## src/rtl/pipe_ctrl.sv

```systemverilog
// Pipeline control sequencer: turns hazard, redirect, memory-wait and halt events into
// pipeline-register enables/flushes, halt status and watchdog errors. Optional PIPE_CTRL_PERF_EN adds perf counters.
module pipe_ctrl #(
   parameter int STALL_MAX   = 3,
   parameter int MEM_TIMEOUT = 16
) (
   input  logic        clk,
   input  logic        reset,
   input  logic        hz_stall,
   input  logic        br_taken_ex,
   input  logic        jmp_id,
   input  logic        dmem_busy,
   input  logic        halt_wb,
   output logic        pc_write,
   output logic        if_id_write,
   output logic        if_id_flush,
   output logic        id_ex_flush,
   output logic        pipe_freeze,
   output logic        halted,
   output logic        err,
   output logic [1:0]  err_code
`ifdef PIPE_CTRL_PERF_EN
   ,
   output logic [31:0] perf_cyc,
   output logic [31:0] perf_stall,
   output logic [31:0] perf_flush
`endif
);

   localparam int SCW = $clog2(STALL_MAX + 2);
   localparam int MCW = $clog2(MEM_TIMEOUT + 1);

   typedef enum logic [1:0] {RUN, MEM_WAIT, HALT, ERROR} state_t;

   state_t           state_q, state_d;
   logic [SCW-1:0]   stall_cnt_q, stall_cnt_d;
   logic [MCW-1:0]   mem_cnt_q, mem_cnt_d;
   logic [1:0]       err_code_q, err_code_d;
   logic             freeze;
   logic             resolve;
   logic             bubble;

   // Next-state and zero-latency output decode; the redirect/stall priority list is
   // shared by RUN and by the cycle in which a memory wait ends.
   always_comb begin
      state_d     = state_q;
      stall_cnt_d = stall_cnt_q;
      mem_cnt_d   = mem_cnt_q;
      err_code_d  = err_code_q;
      freeze      = 1'b0;
      resolve     = 1'b0;
      bubble      = 1'b0;
      pc_write    = 1'b1;
      if_id_write = 1'b1;
      if_id_flush = 1'b0;
      id_ex_flush = 1'b0;
      pipe_freeze = 1'b0;
      halted      = 1'b0;
      err         = 1'b0;
      err_code    = 2'b00;

      unique case (state_q)
         RUN: begin
            if (halt_wb) begin
               freeze      = 1'b1;
               state_d     = HALT;
               stall_cnt_d = '0;
            end else if (dmem_busy) begin
               freeze      = 1'b1;
               state_d     = MEM_WAIT;
               mem_cnt_d   = MCW'(1);
               stall_cnt_d = '0;
            end else begin
               resolve = 1'b1;
            end
         end
         MEM_WAIT: begin
            if (dmem_busy) begin
               freeze = 1'b1;
               if (mem_cnt_q >= MCW'(MEM_TIMEOUT)) begin
                  state_d    = ERROR;
                  err_code_d = 2'b10;
               end else begin
                  mem_cnt_d = mem_cnt_q + MCW'(1);
               end
            end else begin
               resolve   = 1'b1;
               state_d   = RUN;
               mem_cnt_d = '0;
            end
         end
         HALT: begin
            freeze = 1'b1;
            halted = 1'b1;
         end
         ERROR: begin
            freeze   = 1'b1;
            halted   = 1'b1;
            err      = 1'b1;
            err_code = err_code_q;
         end
         default: begin
            freeze = 1'b1;
         end
      endcase

      if (freeze) begin
         pc_write    = 1'b0;
         if_id_write = 1'b0;
         pipe_freeze = 1'b1;
      end

      // A taken branch outranks a hazard stall: ID holds a wrong-path instruction anyway.
      if (resolve) begin
         if (br_taken_ex) begin
            if_id_flush = 1'b1;
            id_ex_flush = 1'b1;
            stall_cnt_d = '0;
         end else if (hz_stall) begin
            bubble      = 1'b1;
            pc_write    = 1'b0;
            if_id_write = 1'b0;
            id_ex_flush = 1'b1;
         end else if (jmp_id) begin
            if_id_flush = 1'b1;
            stall_cnt_d = '0;
         end else begin
            stall_cnt_d = '0;
         end
      end

      if (bubble) begin
         if (stall_cnt_q >= SCW'(STALL_MAX)) begin
            state_d    = ERROR;
            err_code_d = 2'b01;
         end else begin
            stall_cnt_d = stall_cnt_q + SCW'(1);
         end
      end

      if (reset) begin
         pc_write    = 1'b0;
         if_id_write = 1'b0;
         if_id_flush = 1'b1;
         id_ex_flush = 1'b1;
         pipe_freeze = 1'b0;
         halted      = 1'b0;
         err         = 1'b0;
         err_code    = 2'b00;
      end
   end

   always_ff @(posedge clk) begin
      if (reset) begin
         state_q     <= RUN;
         stall_cnt_q <= '0;
         mem_cnt_q   <= '0;
         err_code_q  <= 2'b00;
      end else begin
         state_q     <= state_d;
         stall_cnt_q <= stall_cnt_d;
         mem_cnt_q   <= mem_cnt_d;
         err_code_q  <= err_code_d;
      end
   end

`ifdef PIPE_CTRL_PERF_EN
   // Free-running event counters; they wrap naturally at 2^32.
   always_ff @(posedge clk) begin
      if (reset) begin
         perf_cyc   <= '0;
         perf_stall <= '0;
         perf_flush <= '0;
      end else begin
         if (state_q == RUN || state_q == MEM_WAIT) perf_cyc <= perf_cyc + 32'd1;
         if (bubble) perf_stall <= perf_stall + 32'd1;
         if (if_id_flush) perf_flush <= perf_flush + 32'd1;
      end
   end
`endif

endmodule

```

## config.mk

```make
export PLATFORM = sky130hd
export DESIGN_NAME = pipe_ctrl
export DESIGN_NICKNAME = d
export VERILOG_FILES = /design/src/rtl/pipe_ctrl.sv
export SDC_FILE = /design/constraint.sdc
export NUM_CORES = 1
export LEC_CHECK = 0
export ABC_AREA = 1
export CORE_UTILIZATION = 53
export DETAILED_ROUTE_END_ITERATION = 8
export PLACE_DENSITY_LB_ADDON = 0.3
export SYNTH_ARGS = -nofsm -noshare
export SYNTH_HDL_FRONTEND = slang
export SYNTH_SLANG_ARGS = --single-unit
```

## constraint.sdc

```tcl
create_clock -name clk -period 2.5 [get_ports clk]
set_input_delay 0.5 -clock clk [delete_from_list [all_inputs] [get_ports clk]]
set_output_delay 0.5 -clock clk [all_outputs]
set_load 0.01 [all_outputs]
```

## Word level (Yosys, flattened, before mapping)

Cells that the tools add are included.

| word-level totals | value |
|---|---|
| logic and storage cells | 73 |
| bits in latches | 0 |
| output and inout bits | 9 |
| memory bits (writable) | 0 |
| memories | 0 |
| input port bits | 7 |
| memory bits (read-only) | 0 |
| flip-flop bits (word level) | 12 |

| cells by class | value |
|---|---|
| eq/ne operators | 6 |
| reduce and logical (&&, ||, !) cells | 4 |
| muxes and demuxes | 55 |
| shift operators | 0 |
| div/mod/pow operators | 0 |
| $mul | 0 |
| bitwise gates (word level) | 0 |
| add/subtract/negate cells | 2 |
| magnitude comparators | 2 |

Operator list:

| kind | number |
|---|---|
| 2-to-1 mux 1 bit | 26 |
| 2-to-1 mux 2 bit | 13 |
| 2-to-1 mux 3 bit | 8 |
| 2-to-1 mux 5 bit | 4 |
| case mux 5 bit (2 select lines) | 1 |
| adder 5 x 1 -> 5 bit, second input constant | 1 |
| >= comparator 5 bit, second input constant | 1 |
| == test 2 bit, second input constant | 2 |
| != test 2 bit, second input constant | 2 |
| case mux 2 bit (2 select lines) | 1 |
| AND reduction 4 bit | 1 |
| adder 3 x 1 -> 3 bit, second input constant | 1 |
| >= comparator 3 x 2 -> 1 bit, second input constant | 1 |
| != test 3 bit, second input constant | 1 |
| case mux 1 bit (3 select lines) | 1 |
| == test 2 x 1 -> 1 bit, second input constant | 1 |
| zero test 2 bit | 1 |
| case mux 1 bit (2 select lines) | 1 |
| nonzero test 2 bit | 1 |
| OR reduction 2 bit | 1 |

## Depth between registers and ports, before layout

| depth | value |
|---|---|
| word-level depth | 8 |
| mapped depth | 9 |
| gate-level depth less buffers | 9 |

## Least setup slack after synthesis

No wires, ideal clock.

| timing | value |
|---|---|
| path kind | in2out |
| start | input dmem_busy |
| end | output pc_write |
| required time | 2.000 ns |
| arrival time | 1.260 ns |
| buffers on the path | 2 |
| slack | 0.740 ns |
| stages on the path | 5 |
| cell sequence | clkbuf_2 > inv_1 > nand3_2 > nor2_1 > buf_4 |

| on the way | value |
|---|---|
| cells in the longest elaborated chain, start to end | 8 |
| elaborated cells on any way between the ends | 11 |
| those cells by class | 11 x mux |

Ends and longest elaborated chain:

| element | RTL line | text |
|---|---|---|
| from (decl) | 12 | `input logic dmem_busy,` |
| 2-to-1 mux 1 bit | 68, 78 |  |
| 2-to-1 mux 1 bit | 64 | `if (halt_wb) begin` |
| case mux 1 bit (3 select lines) | 62 | `unique case (state_q)` |
| 2-to-1 mux 1 bit (3 in a row) | - |  |
| 2-to-1 mux 1 bit (*) (2 in a row) | - |  |
| to (decl) | 14 | `output logic pc_write,` |

Every way passes the cells marked *; elsewhere a longest branch is shown, timed or not.

## Worst setup path in the final report

| timing | value |
|---|---|
| start | input dmem_busy |
| end | output pipe_freeze |

| on the way | value |
|---|---|
| cells in the longest elaborated chain, start to end | 5 |

Ends and longest elaborated chain:

| element | RTL line | text |
|---|---|---|
| 2-to-1 mux 1 bit (*) | 68, 78 |  |
| 2-to-1 mux 1 bit | 64 |  |
| case mux 1 bit (3 select lines) (*) | 62 |  |
| 2-to-1 mux 1 bit (*) | 107 | `if (freeze) begin` |
| 2-to-1 mux 1 bit (*) | 141 | `if (reset) begin` |
| to (decl) | 18 | `output logic pipe_freeze,` |

Marks and branches as above.

==> results.cfg <==
[synthesis]
synthArstFlopShare = 0
synthDistinctLibCells = 25
syn-cell-area_um2 = 812
synth_common_cells = 29 x nand2_1, 18 x inv_1, 16 x nor2_1
synthCells = 120
syn_nets = 130
synth-seq-cells = 12
yosys.area.top_type = dfxtp_1
synth.most_common_cell = nand2_1
synth_enable_flop_cells = 0
ys_seq_area_frac = 0.296
synth_flop_cell = dfxtp_1
yosysWarnings = 0
syn_avg_cell_area_um2 = 6.77
netlist_top_cells_area = dfxtp_1 30%, nand2_1 13%, inv_1 8.3%
synth_top_cell_area_share = 0.296

[cells_and_area]
utilization = 0.762
fin_area_um2 = 1040
final_layout_size_suffix_gt1_frac = 0.170
fin_nets = 152
final_cells = 156
synthToLayoutAreaGrowth_pct = 28.2
antenna_cells = 0

[critical_path]
cp.required_ns = 2.00
cp_cell_sequence = clkdlybuf4s50_1, inv_1, nand3_2, nand2_4, nor2_1, clkdlybuf4s50_1
critical_path_arrival_ns = 1.88
crit_family = buffers and inverters
crit_path_start_kind = primary input
path_buf_inv = 3
crit_slowest_cell = clkdlybuf4s50_1
cp-end-kind = output port
cpPeakStageDelay_ns = 0.53
worst_path_most_repeated_cell = clkdlybuf4s50_1
crit_path_max_fanout = 4
crit_type = primary input to output port

[power_and_ir_drop]
combinationalPowerShare = 0.216
max-vdd-ir-drop_uv = 356
power_frac_seq = 0.435
p_per_area_nw_per_um2 = 456
p_sw_frac = 0.304
clockPowerShare = 0.349
internal_power_uw = 331
leakage_uw = 0.000492
power_switching_uw = 144

[global_route]
grt_pass1_wl_um = 2880
grt_max_degree = 10
antenna_found_initial = 0
grtUsageTotal = 0.268
gr-total-overflow = 0
grt_pass1_vias = 719

[route]
antenna_left = 0
drc = 0
drt-initial-drc-count = 17
vias = 805
drtPass1Iterations = 4
routed_wl_um = 1870
wire_per_inst_um = 12.0
via_per_inst = 5.16

[sta]
finalSetupTns_ns = 0
setup_viol = 0
maxSlewHeadroom = 0.757
finalCritPeriodShare = 0.951
hold_viol = 0
fin_crit_ns = 2.38
setup_ws_ns = 0.123
worstMarginPinSlew_ns = 0.363
slew_violations = 0
rsz0062_at_grt = no
timing.fmax_mhz = 421
clock_skew_ns = 0.00213

[floorplan]
rows = 13
dieWidth_um = 41.1
io_pins = 16
die_area_um2 = 1690
coreArea_um2 = 1370
dieHeight_um = 41.1
start_util = 0.594

[placement]
port_buffers = 15
placed_cells = 152
pre_cts_slack_ns = -0.0116
placed_area_um2 = 1000
hpwl_um = 1400
place_congestion = 0.831

[clocking]
cts-root-buf = clkbuf_4
post_cts_buffers = 0
cts_buffers = 3
ctsHtreeMaxLevel = 1
clkLatencyLatePin_ns = 0.29
clock-sinks = 12
tritoncts = done
postCtsHoldBufs = 0
path_clk_slew_ns = 0.08
clockBufferDepth = 2

[job]
maxCapViolCount = 0

[status]
run_status = complete, no violations

[hold_path]
min_path_type = flop to flop
layout by cell type (no fill, tap or decap), types with 2 or more instances in the layout:
cell type / synthesis / layout
inv_1: 18 / 18
nand2_1: 29 / 29
nand4_1: 4 / 4
dlygate4sd2_1: 0 / 2
ha_1: 3 / 3
clkbuf_4: 0 / 3
nor2_2: 2 / 2
buf_4: 1 / 5
nand2_2: 2 / 2
nand3_1: 3 / 3
nand2_4: 3 / 3
nand3_2: 3 / 3
a21oi_2: 2 / 2
dlymetal6s2s_1: 0 / 2
o21ai_0: 4 / 4
nor2_1: 16 / 16
a21oi_1: 8 / 8
clkdlybuf4s50_1: 0 / 11
dfxtp_1: 12 / 12
flip-flops by register name (all words and copies together) (netlist names):
register	flops
err_code_q	2
stall_cnt_q	3
state_q	2
mem_cnt_q	5
tightest hold or removal path, delay by kind of cell, from the launching register on:
kind	cells	cell delay (ns)
DFF	1	0.32
and+or+nand+nor	1	0.06
AOI/OAI and AO/OA	1	0.05
cell families (layout without fill, tap and decap cells):
| group | Yosys count | after routing | share of synthesized area |
|---|---|---|---|
| simple gates | 67 | 67 | 0.438 |
| compound gates | 16 | 16 | 0.112 |
| buf+inv | 22 | 43 | 0.108 |
| flops | 12 | 12 | 0.296 |
| fa+ha+maj | 3 | 3 | 0.0462 |
power groups by stage:
| stage | Clock, µW | Sequential, µW | Combinational (µW) |
|---|---|---|---|
| 2_1_floorplan | 0 | 209 | 62.9 |
| 3_3_place_gp | 0 | 210 | 99.1 |
| 3_5_place_dp | 0 | 211 | 102 |
| 4_1_cts | 163 | 206 | 103 |
| 5_1_grt | 170 | 207 | 114 |
| 6_report | 166 | 206 | 102 |
per-stage QoR:
step,hold slack [ns],total power (µW)
finish,0.464,475
global route,0.503,492
CTS,0.466,473
detailed placement,0.454,313
global placement,0.450,309
floorplan,0.437,272
per-layer routing:
metal	wire length, µm	track usage	part of all wire	vias up
met3	83	0.0543	0.044	5
met2	861	0.445	0.46	20
li1	-	-	-	423
met4	31	0.121	0.017	0
met5	0	0	0	-
met1	894	0.330	0.48	357
path summary, 6_finish.rpt:
kind	start	endpoint	slack (ns)	cells past startpoint
worst max-delay path	dmem_busy	pipe_freeze	0.12	6
worst min-delay path	err_code_q[0]	err_code_q[0]	0.46	2
worst max register to register	stall_cnt_q[0]	stall_cnt_q[0]	1.07	8
worst min register to register	err_code_q[0]	err_code_q[0]	0.46	2
timing repair:
item	in CTS	in global routing
hold endpoints to repair	0	0
endpoints found under the setup margin	2	2
gates resized for setup	2	2
area by class of cell:
cell class / count / area [µm²]
inverter: 19 / 71.3
multi-input combinational: 86 / 484
tap: 15 / 18.8
clock buffer: 4 / 36.3
fill: 97 / 325
sequential: 12 / 240
timing repair buffer: 20 / 190
(Power assumes the default switching activity.)
